### src/rtl/matmul_sched_pkg.sv
// Shared types and sizing for the sigma·J·sigma sequencer.
package matmul_pkg;
    localparam int VECTOR_SIZE     = 256;
    localparam int J_COLS_PER_READ = 4;
    localparam int NUM_J_CHUNKS    = VECTOR_SIZE / J_COLS_PER_READ;
    localparam int ENERGY_WIDTH    = 2 * $clog2(VECTOR_SIZE) + 5;
    localparam int MEM_LATENCY     = 2;
    localparam int DP_LATENCY      = 74;
    localparam int ADDR_WIDTH      = (NUM_J_CHUNKS > 1) ? $clog2(NUM_J_CHUNKS) : 1;

    // One counter width serves both the start delay and the datapath wait.
    localparam int LAT_MAX     = (MEM_LATENCY > DP_LATENCY) ? MEM_LATENCY : DP_LATENCY;
    localparam int TIMER_WIDTH = $clog2(LAT_MAX + 1);

    typedef enum logic [1:0] {IDLE, FETCH, WAIT, DONE} sched_state_e;
    typedef logic signed [ENERGY_WIDTH-1:0] energy_t;
endpackage

### src/rtl/matmul_sched_if.sv
// Command, J-memory, datapath and result signals of the sequencer.
interface matmul_sched_if;
    import matmul_pkg::*;

    logic                   cmd_valid;
    logic                   cmd_ready;
    logic [VECTOR_SIZE-1:0] cmd_sigma;
    energy_t                cmd_energy_prev;
    logic                   abort;
    logic                   mem_rd_en;
    logic [ADDR_WIDTH-1:0]  mem_rd_addr;
    logic                   dp_start;
    logic [VECTOR_SIZE-1:0] dp_sigma;
    energy_t                dp_energy;
    logic                   res_valid;
    logic                   res_ready;
    energy_t                res_energy;
    logic                   res_accept;
    logic                   busy;

    modport slave (
        input  cmd_valid, cmd_sigma, cmd_energy_prev, abort, dp_energy, res_ready,
        output cmd_ready, mem_rd_en, mem_rd_addr, dp_start, dp_sigma,
               res_valid, res_energy, res_accept, busy
    );

    modport master (
        output cmd_valid, cmd_sigma, cmd_energy_prev, abort, dp_energy, res_ready,
        input  cmd_ready, mem_rd_en, mem_rd_addr, dp_start, dp_sigma,
               res_valid, res_energy, res_accept, busy
    );
endinterface

### src/rtl/matmul_sched_timer.sv
// Loadable down-counter; expire marks the cycle whose edge steps the count to zero.
module matmul_sched_timer #(
    parameter int W = 8
) (
    input  logic         clk,
    input  logic         rst,
    input  logic         clr,
    input  logic         load,
    input  logic [W-1:0] load_val,
    input  logic         en,
    output logic         expire
);
    logic [W-1:0] cnt;

    always_ff @(posedge clk or posedge rst) begin
        if (rst)
            cnt <= '0;
        else if (clr)
            cnt <= '0;
        else if (load)
            cnt <= load_val;
        else if (en && cnt != '0)
            cnt <= cnt - 1'b1;
    end

    assign expire = en && (cnt == W'(1));
endmodule

### src/rtl/matmul_sched.sv
// Sequences J-chunk reads, datapath start and energy capture for one sigma per command.
module matmul_sched
    import matmul_pkg::*;
(
    input  logic           clk,
    input  logic           rst,
    matmul_sched_if.slave  bus
);
    localparam logic [ADDR_WIDTH-1:0] LAST_ADDR = ADDR_WIDTH'(NUM_J_CHUNKS - 1);

    sched_state_e           state, state_n;
    logic [ADDR_WIDTH-1:0]  addr_q;
    logic [VECTOR_SIZE-1:0] sigma_q;
    energy_t                prev_q, res_energy_q;
    logic                   res_valid_q, res_accept_q;
    logic                   abort_hit, start_fire, dp_fire, capture, accept;

    assign abort_hit = bus.abort && (state == FETCH || state == WAIT);

    // Armed on the addr-0 read so dp_start trails it by exactly MEM_LATENCY.
    matmul_sched_timer #(.W(TIMER_WIDTH)) u_start_tmr (
        .clk      (clk),
        .rst      (rst),
        .clr      (abort_hit),
        .load     (state == FETCH && addr_q == '0),
        .load_val (TIMER_WIDTH'(MEM_LATENCY)),
        .en       (1'b1),
        .expire   (start_fire)
    );

    matmul_sched_timer #(.W(TIMER_WIDTH)) u_dp_tmr (
        .clk      (clk),
        .rst      (rst),
        .clr      (abort_hit),
        .load     (start_fire),
        .load_val (TIMER_WIDTH'(DP_LATENCY)),
        .en       (1'b1),
        .expire   (dp_fire)
    );

    always_ff @(posedge clk or posedge rst) begin
        if (rst) state <= IDLE;
        else     state <= state_n;
    end

    always_comb begin
        state_n = state;
        accept  = 1'b0;
        capture = 1'b0;
        case (state)
            IDLE:  if (bus.cmd_valid) begin
                       accept  = 1'b1;
                       state_n = FETCH;
                   end
            FETCH: if (bus.abort)               state_n = IDLE;
                   else if (addr_q == LAST_ADDR) state_n = WAIT;
            WAIT:  if (bus.abort) state_n = IDLE;
                   else if (dp_fire) begin
                       capture = 1'b1;
                       state_n = DONE;
                   end
            DONE:  if (bus.res_ready) state_n = IDLE;
        endcase
    end

    always_ff @(posedge clk or posedge rst) begin
        if (rst) begin
            addr_q       <= '0;
            sigma_q      <= '0;
            prev_q       <= '0;
            res_energy_q <= '0;
            res_accept_q <= 1'b0;
            res_valid_q  <= 1'b0;
        end else begin
            if (accept) begin
                sigma_q <= bus.cmd_sigma;
                prev_q  <= bus.cmd_energy_prev;
                addr_q  <= '0;
            end else if (state == FETCH && addr_q != LAST_ADDR) begin
                addr_q <= addr_q + 1'b1;
            end
            if (capture) begin
                res_energy_q <= bus.dp_energy;
                res_accept_q <= bus.dp_energy < prev_q;
                res_valid_q  <= 1'b1;
            end else if (state == DONE && bus.res_ready) begin
                res_valid_q <= 1'b0;
            end
        end
    end

    // cmd_ready is gated by rst so nothing is offered while reset is held.
    assign bus.cmd_ready   = (state == IDLE) && !rst;
    assign bus.mem_rd_en   = (state == FETCH);
    assign bus.mem_rd_addr = addr_q;
    assign bus.dp_start    = start_fire;
    assign bus.dp_sigma    = sigma_q;
    assign bus.res_valid   = res_valid_q;
    assign bus.res_energy  = res_energy_q;
    assign bus.res_accept  = res_accept_q;
    assign bus.busy        = (state != IDLE);
endmodule

### src/flat_wrapper.sv
// flat-port wrapper written by rule: the top's interface ports become plain ports
module matmul_sched_flat import matmul_pkg::*;
  (clk, rst, bus_cmd_valid, bus_cmd_sigma, bus_cmd_energy_prev, bus_abort, bus_dp_energy, bus_res_ready, bus_cmd_ready, bus_mem_rd_en, bus_mem_rd_addr, bus_dp_start, bus_dp_sigma, bus_res_valid, bus_res_energy, bus_res_accept, bus_busy);
  matmul_sched_if bus_i ();
  input  logic clk;
  input  logic rst;
  input wire logic [$bits(bus_i.cmd_valid)-1:0] bus_cmd_valid;
  input wire logic [$bits(bus_i.cmd_sigma)-1:0] bus_cmd_sigma;
  input wire logic [$bits(bus_i.cmd_energy_prev)-1:0] bus_cmd_energy_prev;
  input wire logic [$bits(bus_i.abort)-1:0] bus_abort;
  input wire logic [$bits(bus_i.dp_energy)-1:0] bus_dp_energy;
  input wire logic [$bits(bus_i.res_ready)-1:0] bus_res_ready;
  output wire logic [$bits(bus_i.cmd_ready)-1:0] bus_cmd_ready;
  output wire logic [$bits(bus_i.mem_rd_en)-1:0] bus_mem_rd_en;
  output wire logic [$bits(bus_i.mem_rd_addr)-1:0] bus_mem_rd_addr;
  output wire logic [$bits(bus_i.dp_start)-1:0] bus_dp_start;
  output wire logic [$bits(bus_i.dp_sigma)-1:0] bus_dp_sigma;
  output wire logic [$bits(bus_i.res_valid)-1:0] bus_res_valid;
  output wire logic [$bits(bus_i.res_energy)-1:0] bus_res_energy;
  output wire logic [$bits(bus_i.res_accept)-1:0] bus_res_accept;
  output wire logic [$bits(bus_i.busy)-1:0] bus_busy;
  assign bus_i.cmd_valid = bus_cmd_valid;
  assign bus_i.cmd_sigma = bus_cmd_sigma;
  assign bus_i.cmd_energy_prev = bus_cmd_energy_prev;
  assign bus_i.abort = bus_abort;
  assign bus_i.dp_energy = bus_dp_energy;
  assign bus_i.res_ready = bus_res_ready;
  assign bus_cmd_ready = bus_i.cmd_ready;
  assign bus_mem_rd_en = bus_i.mem_rd_en;
  assign bus_mem_rd_addr = bus_i.mem_rd_addr;
  assign bus_dp_start = bus_i.dp_start;
  assign bus_dp_sigma = bus_i.dp_sigma;
  assign bus_res_valid = bus_i.res_valid;
  assign bus_res_energy = bus_i.res_energy;
  assign bus_res_accept = bus_i.res_accept;
  assign bus_busy = bus_i.busy;
  matmul_sched u_core (.clk(clk), .rst(rst), .bus(bus_i));
endmodule
### config.mk
export PLATFORM = sky130hd
export DESIGN_NAME = matmul_sched_flat
export DESIGN_NICKNAME = d
export VERILOG_FILES = /design/src/rtl/matmul_sched_pkg.sv /design/src/rtl/matmul_sched_if.sv /design/src/rtl/matmul_sched_timer.sv /design/src/rtl/matmul_sched.sv /design/src/flat_wrapper.sv
export SDC_FILE = /design/constraint.sdc
export NUM_CORES = 1
export LEC_CHECK = 0
export ABC_AREA = 0
export CAP_MARGIN = 20
export CORE_AREA = 2 2 232 234
export DETAILED_ROUTE_END_ITERATION = 10
export DIE_AREA = 0 0 234 236
export PLACE_DENSITY = 0.5
export SYNTH_ARGS = -nofsm -noshare
export SYNTH_HDL_FRONTEND = slang
export SYNTH_SLANG_ARGS = --single-unit
export TNS_END_PERCENT = 50
### constraint.sdc
create_clock -name clk -period 16.45 [get_ports clk]
set_input_delay 4.1125 -clock clk [delete_from_list [all_inputs] [get_ports clk]]
set_output_delay 4.1125 -clock clk [all_outputs]
set_load 0.05 [all_outputs]
==> flow_metrics.py, run 1 <==
metrics = {
    "synthesis": {
        "yosysMostFrequentCell": "dfrtp_1",
        "synth-compound-area-share": 0.0242,
        "synthesis.area_sq_mm": 0.0129,
        "synth_top_family_by_area": "multiplexers",
        "synth-simple-area-share": 0.0419,
        "synthArstFlopShare": 1.00,
        "yosysSeqAreaShare": 0.623,
        "synth_mux_area_frac": 0.248,
        "synth_top_area_frac": 0.623,
        "synth.area.top_cells": "dfrtp_1 (62%), mux2_2 (23%), ha_1 (3.2%)",
        "ys_types": 42,
        "ys_seq_elements": 322,
        "yosysWarnings": 0,
        "synthAdderAreaFrac": 0.0319,
        "synthTopCellsByCount": "dfrtp_1 (322), mux2_2 (261), nand2_1 (44), inv_1 (36), ha_1 (33)",
        "synth_cells": 878,
        "synthesis.nets": 1214,
        "synth_xor_area_frac": 0.00677,
        "avgSynthCellArea_sq_um": 14.7,
        "yosysTopAreaCell": "dfrtp_1",
        "synthFlopType": "dfrtp_1",
        "synth_edf_count": 0,
    },
    "cts": {
        "cts_buffers": 41,
        "hold_buffers": 0,
        "cts_max_path_buffers": 3,
        "root_buffer": "clkbuf_16",
        "insertion_delay_ns": 0.54,
        "clk_pin_slew_ns": 0.05,
        "cts_setup_buffers": 0,
        "clock-sinks": 322,
        "cts-resized-gates": 0,
        "cts_tree": "built",
        "h-tree-depth": 2,
    },
    "global_routing": {
        "grt_pass1_vias": 9947,
        "overflow": 0,
        "antenna_found_initial": 4,
        "globalRouteMet3Util": 0.0471,
        "use_met1": 0.165,
        "grt.met2_usage": 0.263,
        "grt_pass1_wl_mm": 62.1,
        "top_usage_layer": "met2",
        "grt_usage": 0.148,
        "grt_max_degree": 154,
    },
    "timing": {
        "hold_violations": 0,
        "rsz0062_at_grt": "false",
        "finalSetupViolations": 0,
        "finalCriticalPeriod_ns": 9.69,
        "tightest_slew_ns": 1.15,
        "finalMaxSlewViolations": 0,
        "final.period_utilization": 0.589,
        "relSlewSlack": 0.231,
        "tns_ns": 0,
        "fin_skew_ns": 0.0221,
        "fmax_ghz": 0.103,
    },
    "pwr": {
        "p_leak_nw": 8.77,
        "p_sw_frac": 0.454,
        "p_sw_mw": 2.37,
        "peakVddDrop_v": 0.000129,
        "cellInternalPower_mw": 2.84,
        "p_comb_frac": 0.559,
        "clock_power_share": 0.175,
        "seqPwrFrac": 0.266,
        "power_density_mw_per_mm2": 248,
    },
    "detailed_routing": {
        "antenna_left": 0,
        "dr.pass1.iters": 4,
        "drc": 0,
        "wl_per_cell_microns": 18.7,
        "via_per_inst": 4.15,
        "drt_iter0_drc": 354,
        "vias": 9173,
        "finalWirelength_mm": 41.4,
    },
    "placement": {
        "place_hpwl_mm": 30.9,
        "place_inst": 2135,
        "gp_congestion": 0.780,
        "portBuffers": 591,
    },
    "floorplan": {
        "die_x_microns": 234,
        "fp.coreArea_sq_mm": 0.0531,
        "start_util": 0.244,
        "die-area_sq_mm": 0.0552,
        "io_pins": 592,
        "die_y_microns": 236,
        "num_rows": 85,
    },
    "worst_setup_path": {
        "worstPathMaxFanout": 2,
        "startpoint": "rst",
        "slowest_delay_ns": 0.81,
        "cp_cell_sequence": "clkdlybuf4s50_1 > nor2_1 > clkdlybuf4s50_1",
        "crit_arrival_ns": 5.58,
        "crit_slowest_cell": "clkdlybuf4s50_1",
        "crit_required_ns": 12.34,
        "reg2reg_from": "u_core.state[1]",
        "cp-start-kind": "primary input",
        "cp-end-kind": "output port",
        "cp_common_cell": "clkdlybuf4s50_1",
        "critPathKind": "primary input to output port",
    },
    "flow_run": {
        "max_cap_violations": 0,
    },
    "min_path": {
        "hold_class": "flop to flop",
        "min_from": "u_core.bus.res_valid",
    },
    "final_layout": {
        "drive_gt1_frac": 0.232,
        "layout.cells.non_filler": 2210,
        "syn_to_final_growth_pct": 62.3,
        "fin_nets": 1818,
        "fillers": 5027,
    },
    "run_status": {
        "status": "completed",
    },
}
-- critical path: cells and delay by family --
kind	cells	cell delay, ns
buffers and inverters	2	1.32
AND/OR/NAND/NOR	1	0.14
-- stage by stage --
stage | utilization | power [mW] | hold slack (ns) | setup slack, ns | cell area, sq um
2_1_floorplan | - | 3.32 | 0.482 | 3.42 | 12900
3_3_place_gp | 0.369 | 4.32 | 0.465 | 6.72 | 19600
3_5_place_dp | 0.369 | 4.34 | 0.478 | 6.77 | 19600
4_1_cts | 0.396 | 5.29 | 0.491 | 6.77 | 21000
5_1_grt | 0.396 | 5.48 | 0.513 | 6.75 | 21000
6_report | 0.396 | 5.21 | 0.486 | 6.76 | 21000
-- area by class of cell --
cell class	instances	area (sq um)	share of cell area
flip-flops and latches	322	8060	0.384
repair buffers	597	5970	0.284
multi-input cells	484	4560	0.217
clock buffers	65	1270	0.0604
well taps	696	871	0.0415
inverters	36	143	0.00679
clock inverters	7	118	0.00560
diodes	3	7.51	0.000357
-- final timing paths --
kind	end	slack (ns)	depth (start not counted)
worst max-delay path	bus_cmd_ready	6.76	3
worst min-delay path	u_core.bus.res_valid	0.49	2
worst max register to register	u_core.bus.dp_sigma[213]	13.05	6
worst min register to register	u_core.bus.res_valid	0.49	2
max in group asynchronous	u_core.prev_q[3]	10.17	4
min in group asynchronous	u_core.bus.dp_sigma[5]	4.14	2
-- flip-flops by register name, indices dropped and copies added (netlist names) --
signal,count
u_core.bus.res_accept,1
u_core.u_dp_tmr.cnt,7
u_core.bus.mem_rd_addr,6
u_core.bus.res_valid,1
u_core.u_start_tmr.cnt,7
u_core.prev_q,21
u_core.bus.res_energy,21
u_core.bus.dp_sigma,256
u_core.state,2
-- power groups by stage --
stage	logic [mW]	registers (mW)	clock network, mW
after floorplan	0.720	2.60	0
after global placement	2.93	1.39	0
after detailed placement	2.94	1.40	0
after CTS	2.95	1.39	0.952
after global routing	3.06	1.44	0.985
final	2.91	1.39	0.915
-- cells by family (layout without fill, tap and decap cells) --
kind of cell               Yosys count  after routing
AOI/OAI and AO/OA                   55             55
other                                0              3
buffers and inverters               72            705
and+or+nand+nor                    107            107
DFF                                322            322
adders and majority gates           33             33
xor gates and xnor gates            10             10
muxes                              279            279
-- layout by cell type (no fill, tap or decap), types with 3 or more instances in the layout --
cell               n
clkbuf_1          11
nand3b_1           5
nand2_1           44
clkbuf_8          11
xnor2_1            5
nor3_1             6
clkbuf_16         43
xor2_1             5
diode_2            3
nand2b_1           3
nor2_1            24
dfrtp_1          322
or3_1              3
a21oi_1           19
ha_1              33
nand4_1            3
mux2_4            17
nand3_1            4
inv_1             35
bufinv_16          3
buf_4              5
mux2_2           261
o21ai_0           24
clkdlybuf4s50_1  591
-- layer usage --
metal,up-vias,routed length [microns],share of wire
met5,-,13,0.00031
met2,320,21400,0.52
met1,4508,15500,0.37
li1,4281,-,-
met4,2,1150,0.028
met3,62,3350,0.081
Note: power is estimated with default switching activity, not from simulation.
==> run 2: changes to the inputs <==
==> constraint.sdc (replaced) <==
create_clock -name clk -period 9.7 [get_ports clk]
set_input_delay 2.425 -clock clk [delete_from_list [all_inputs] [get_ports clk]]
set_output_delay 2.425 -clock clk [all_outputs]
set_load 0.05 [all_outputs]
==> flow_metrics.py, run 2 (same netlist as run 1, synthesis figures left out) <==
metrics = {
    "timing": {
        "whs_ns": 0.476,
        "tightest_slew_ns": 1.04,
        "worst_slack_ns": 3.48,
        "rsz0062_at_grt": "false",
        "finalCriticalPeriod_ns": 6.22,
        "finalSetupViolations": 0,
        "tns_ns": 0,
        "relSlewSlack": 0.303,
        "fin_skew_ns": 0.0166,
        "finalMaxSlewViolations": 0,
        "fmax_ghz": 0.161,
        "final.period_utilization": 0.641,
        "hold_violations": 0,
    },
    "global_routing": {
        "overflow": 0,
        "grt.met2_usage": 0.263,
        "grt_usage": 0.147,
        "antenna_found_initial": 2,
        "use_met1": 0.164,
        "globalRouteMet3Util": 0.0423,
        "grt_max_degree": 181,
        "grt_pass1_wl_mm": 61.5,
        "grt_pass1_vias": 9877,
        "top_usage_layer": "met2",
    },
    "floorplan": {
        "io_pins": 592,
        "start_util": 0.244,
        "die_y_microns": 236,
        "die-area_sq_mm": 0.0552,
        "fp.coreArea_sq_mm": 0.0531,
        "die_x_microns": 234,
        "num_rows": 85,
    },
    "final_layout": {
        "drive_gt1_frac": 0.229,
        "largest_reg_flops": 256,
        "final_cell_mix": "clkdlybuf4s50_1 (591), dfrtp_1 (322), mux2_2 (261)",
        "fin_nets": 1816,
        "layout_commonest_cell": "clkdlybuf4s50_1",
        "syn_to_final_growth_pct": 61.1,
        "design_area_sq_mm": 0.0208,
        "fillers": 5088,
    },
    "worst_setup_path": {
        "cp_num_buf_inv": 2,
        "slowest_delay_ns": 0.80,
        "crit_slowest_cell": "clkdlybuf4s50_1",
        "path_delay_family": "buffers and inverters",
        "crit_arrival_ns": 3.79,
        "cp_cell_sequence": "clkdlybuf4s50_1 > nor2_1 > clkdlybuf4s50_1",
        "cp-end-kind": "output port",
        "worstPathMaxFanout": 2,
        "cp-start-kind": "primary input",
        "critPathKind": "primary input to output port",
        "crit_required_ns": 7.28,
        "cp_common_cell": "clkdlybuf4s50_1",
    },
    "detailed_routing": {
        "drc": 0,
        "drt_iter0_drc": 281,
        "dr.pass1.iters": 4,
        "wl_per_cell_microns": 18.8,
        "antenna_left": 0,
        "finalWirelength_mm": 41.3,
        "vias": 9148,
        "via_per_inst": 4.15,
    },
    "cts": {
        "cts-resized-gates": 0,
        "clock-sinks": 322,
        "clk_pin_slew_ns": 0.05,
        "insertion_delay_ns": 0.55,
        "root_buffer": "clkbuf_16",
        "cts_tree": "built",
        "hold_buffers": 0,
        "cts_buffers": 40,
        "cts_max_path_buffers": 3,
        "cts_setup_buffers": 0,
        "h-tree-depth": 2,
    },
    "placement": {
        "place_hpwl_mm": 30.5,
        "gp_congestion": 0.774,
        "placed_area_sq_mm": 0.0196,
        "portBuffers": 591,
        "place_ws_ns": 3.49,
    },
    "pwr": {
        "p_leak_nw": 8.69,
        "power_density_mw_per_mm2": 418,
        "peakVddDrop_v": 0.000211,
    },
    "min_path": {
        "hold_class": "flop to flop",
    },
    "flow_run": {
        "max_cap_violations": 0,
    },
    "run_status": {
        "status": "completed",
    },
}
run 2: changes by cell type in the layout (fill, tap and decap cells not counted), moves of 2 or more:
| cell | previous run | this run |
|---|---|---|
| buf_12 | 1 | 3 |
| buf_4 | 5 | 2 |
| clkinv_2 | 2 | 5 |
| clkinvlp_4 | 0 | 2 |
| clkbuf_16 | 43 | 41 |
| bufinv_16 | 3 | 1 |
| clkbuf_8 | 11 | 5 |
run 2: final cells by class:
type | count | area (sq um) | share of cell area
well taps | 696 | 871 | 0.0418
repair buffers | 596 | 5990 | 0.287
clock inverters | 9 | 80.1 | 0.00384
flip-flops and latches | 322 | 8060 | 0.387
diodes | 2 | 5.00 | 0.000240
inverters | 36 | 139 | 0.00666
clock buffers | 58 | 1140 | 0.0547
multi-input cells | 484 | 4560 | 0.219
run 2: layer usage:
metal / up-vias / share of wire / routed length, microns
met5: - / 0 / 0
met3: 62 / 0.074 / 3050
met1: 4531 / 0.38 / 15600
met4: 0 / 0.025 / 1040
li1: 4259 / - / -
met2: 296 / 0.52 / 21600
run 2: per-stage QoR:
| step | power, mW | instances | util |
|---|---|---|---|
| finish | 8.70 | 2203 | 0.393 |
| global route | 9.15 | 2203 | 0.393 |
| CTS | 8.84 | 2201 | 0.393 |
| detailed placement | 7.36 | 2134 | 0.370 |
| global placement | 7.32 | 2134 | 0.370 |
| floorplan | 5.62 | 878 | - |
run 2: worst paths after layout:
path                                      start                        to  cells past startpoint  slack (ns)
setup / recovery                            rst             bus_cmd_ready                      3        3.48
hold / removal             u_core.bus.res_valid      u_core.bus.res_valid                      2        0.48
setup reg to reg                u_core.state[0]   u_core.bus.dp_sigma[78]                      5        6.87
hold reg to reg            u_core.bus.res_valid      u_core.bus.res_valid                      2        0.48
max in group asynchronous                   rst  u_core.bus.dp_sigma[130]                      4        5.50
min in group asynchronous                   rst    u_core.bus.dp_sigma[4]                      2        2.38
run 2: power breakdown:
part           total, mW  internal, mW  switching (mW)
sequential          2.35          2.01           0.341
combinational       4.94          1.85            3.10
clock               1.41         0.838           0.576
total               8.70          4.69            4.01
run 2: tightest hold or removal path, delay by kind of cell, from the launching register on:
family           cells  cell delay (ns)
DFF                  1             0.34
and+or+nand+nor      2             0.10
==> run 3: changes to the inputs <==
--- a/config.mk
+++ b/config.mk
@@ -7,10 +7,10 @@
 export LEC_CHECK = 0
 export ABC_AREA = 0
 export CAP_MARGIN = 20
-export CORE_AREA = 2 2 232 234
+export CORE_AREA = 2 2 230 232
 export DETAILED_ROUTE_END_ITERATION = 10
-export DIE_AREA = 0 0 234 236
-export PLACE_DENSITY = 0.5
+export DIE_AREA = 0 0 232 234
+export PLACE_DENSITY = 0.53
 export SYNTH_ARGS = -nofsm -noshare
 export SYNTH_HDL_FRONTEND = slang
 export SYNTH_SLANG_ARGS = --single-unit
==> constraint.sdc (replaced) <==
create_clock -name clk -period 5.3 [get_ports clk]
set_input_delay 1.325 -clock clk [delete_from_list [all_inputs] [get_ports clk]]
set_output_delay 1.325 -clock clk [all_outputs]
set_load 0.05 [all_outputs]
==> flow_metrics.py, run 3 (same netlist as run 1, synthesis figures left out) <==
metrics = {
    "detailed_routing": {
        "wl_per_cell_microns": 18.5,
        "drt_iter0_drc": 318,
        "via_per_inst": 4.17,
        "vias": 9189,
        "finalWirelength_mm": 40.8,
        "drc": 0,
        "dr.pass1.iters": 4,
        "antenna_left": 0,
    },
    "cts": {
        "clk_pin_slew_ns": 0.06,
        "cts_setup_buffers": 0,
        "cts_max_path_buffers": 3,
        "clock-sinks": 322,
        "cts_tree": "built",
        "hold_buffers": 0,
        "root_buffer": "clkbuf_16",
        "cts_buffers": 40,
        "insertion_delay_ns": 0.54,
        "h-tree-depth": 2,
        "cts-resized-gates": 0,
    },
    "timing": {
        "finalMaxSlewViolations": 0,
        "whs_ns": 0.489,
        "finalCriticalPeriod_ns": 4.03,
        "tightest_slew_ns": 0.806,
        "hold_violations": 0,
        "tns_ns": 0,
        "fin_skew_ns": 0.00869,
        "fmax_ghz": 0.248,
        "final.period_utilization": 0.760,
        "relSlewSlack": 0.462,
        "finalSetupViolations": 0,
        "rsz0062_at_grt": "false",
    },
    "floorplan": {
        "start_util": 0.249,
        "io_pins": 592,
        "die_y_microns": 234,
        "num_rows": 84,
        "die_x_microns": 232,
        "fp.coreArea_sq_mm": 0.0520,
        "die-area_sq_mm": 0.0543,
    },
    "final_layout": {
        "fin_nets": 1822,
        "layout.cells.non_filler": 2203,
        "drive_gt1_frac": 0.236,
        "largest_reg_flops": 256,
        "n_antenna_cell": 0,
        "final_cell_mix": "clkdlybuf4s50_1 (591), dfrtp_1 (322), mux2_2 (261)",
        "syn_to_final_growth_pct": 62.5,
        "layout_commonest_cell": "clkdlybuf4s50_1",
        "fillers": 4961,
    },
    "pwr": {
        "peakVddDrop_v": 0.000430,
        "power_mw": 16.1,
        "cellInternalPower_mw": 8.73,
        "clock_power_share": 0.171,
        "seqPwrFrac": 0.267,
        "p_leak_nw": 8.78,
        "p_comb_frac": 0.562,
        "p_sw_mw": 7.39,
        "p_sw_frac": 0.458,
        "power_density_mw_per_mm2": 767,
    },
    "global_routing": {
        "grt_max_degree": 90,
        "overflow": 0,
        "grt_usage": 0.145,
        "antenna_found_initial": 3,
        "grt_pass1_wl_mm": 59.7,
        "grt_pass1_vias": 9699,
    },
    "worst_setup_path": {
        "crit_slowest_cell": "clkdlybuf4s50_1",
        "cp_num_buf_inv": 2,
        "crit_required_ns": 3.97,
        "crit_arrival_ns": 2.70,
        "path_delay_family": "buffers and inverters",
        "critPathKind": "primary input to output port",
        "slowest_delay_ns": 0.81,
        "cp_cell_sequence": "clkdlybuf4s50_1 > nor2_1 > clkdlybuf4s50_1",
        "cp-end-kind": "output port",
        "worstPathMaxFanout": 2,
        "cp_common_cell": "clkdlybuf4s50_1",
        "r2r_slack_ns": 2.95,
        "cp-start-kind": "primary input",
    },
    "min_path": {
        "hold_class": "flop to flop",
    },
    "placement": {
        "gp_congestion": 0.749,
        "portBuffers": 591,
        "place_inst": 2132,
        "place_hpwl_mm": 30.8,
    },
    "flow_run": {
        "max_cap_violations": 0,
    },
    "run_status": {
        "status": "completed",
    },
}
## run 3: cell types whose count changed in the layout (fill, tap and decap cells not counted), sizes merged
cell    before  now
buf          5   11
bufinv       1    2
clkbuf      58   59
clkinv       5    7
diode        2    0
## run 3: power groups by stage
stage / clock network, mW / registers, mW / logic [mW]
final: 2.76 / 4.30 / 9.06
after global routing: 2.97 / 4.47 / 9.50
after CTS: 2.86 / 4.32 / 9.18
after detailed placement: 0 / 4.34 / 9.15
after global placement: 0 / 4.30 / 9.11
after floorplan: 0 / 8.06 / 2.23
## run 3: area by class of cell
cell class	count	area, sq um	area share
Clock inverter	12	131	0.00625
Sequential cell	322	8060	0.383
Inverter	36	139	0.00661
Tap cell	688	861	0.0410
Multi-Input combinational cell	484	4560	0.217
Timing Repair Buffer	602	6070	0.289
Clock buffer	59	1190	0.0568
## run 3: metal layers
| layer | GRT usage | vias to the layer above | part of all wire |
|---|---|---|---|
| met5 | 0 | - | 0.00091 |
| met2 | 0.255 | 322 | 0.51 |
| met3 | 0.0505 | 65 | 0.086 |
| li1 | - | 4283 | - |
| met1 | 0.162 | 4513 | 0.37 |
| met4 | 0.0503 | 6 | 0.028 |
## run 3: stage by stage
| step | cell area, sq um | util | worst slack (ns) |
|---|---|---|---|
| floorplan | 12900 | - | -0.320 |
| global placement | 19700 | 0.379 | 1.25 |
| detailed placement | 19700 | 0.379 | 1.27 |
| CTS | 21000 | 0.404 | 1.27 |
| global route | 21000 | 0.404 | 1.22 |
| finish | 21000 | 0.404 | 1.27 |
## run 3: worst paths after layout
path,end,depth (start not counted),from
worst max-delay path,bus_cmd_ready,3,rst
worst min-delay path,u_core.bus.res_valid,2,u_core.bus.res_valid
worst max register to register,u_core.bus.dp_sigma[255],5,u_core.state[1]
worst min register to register,u_core.bus.res_valid,2,u_core.bus.res_valid
max in group asynchronous,u_core.bus.dp_sigma[177],3,rst
min in group asynchronous,u_core.bus.dp_sigma[0],2,rst
## run 3: worst register-to-register path, stage by stage, from the launching register on
cell	delay (ns)
dfrtp_1	0.40
inv_1	0.13
ha_1	0.20
and2_4	0.61
buf_12	0.43
mux2_2	0.45
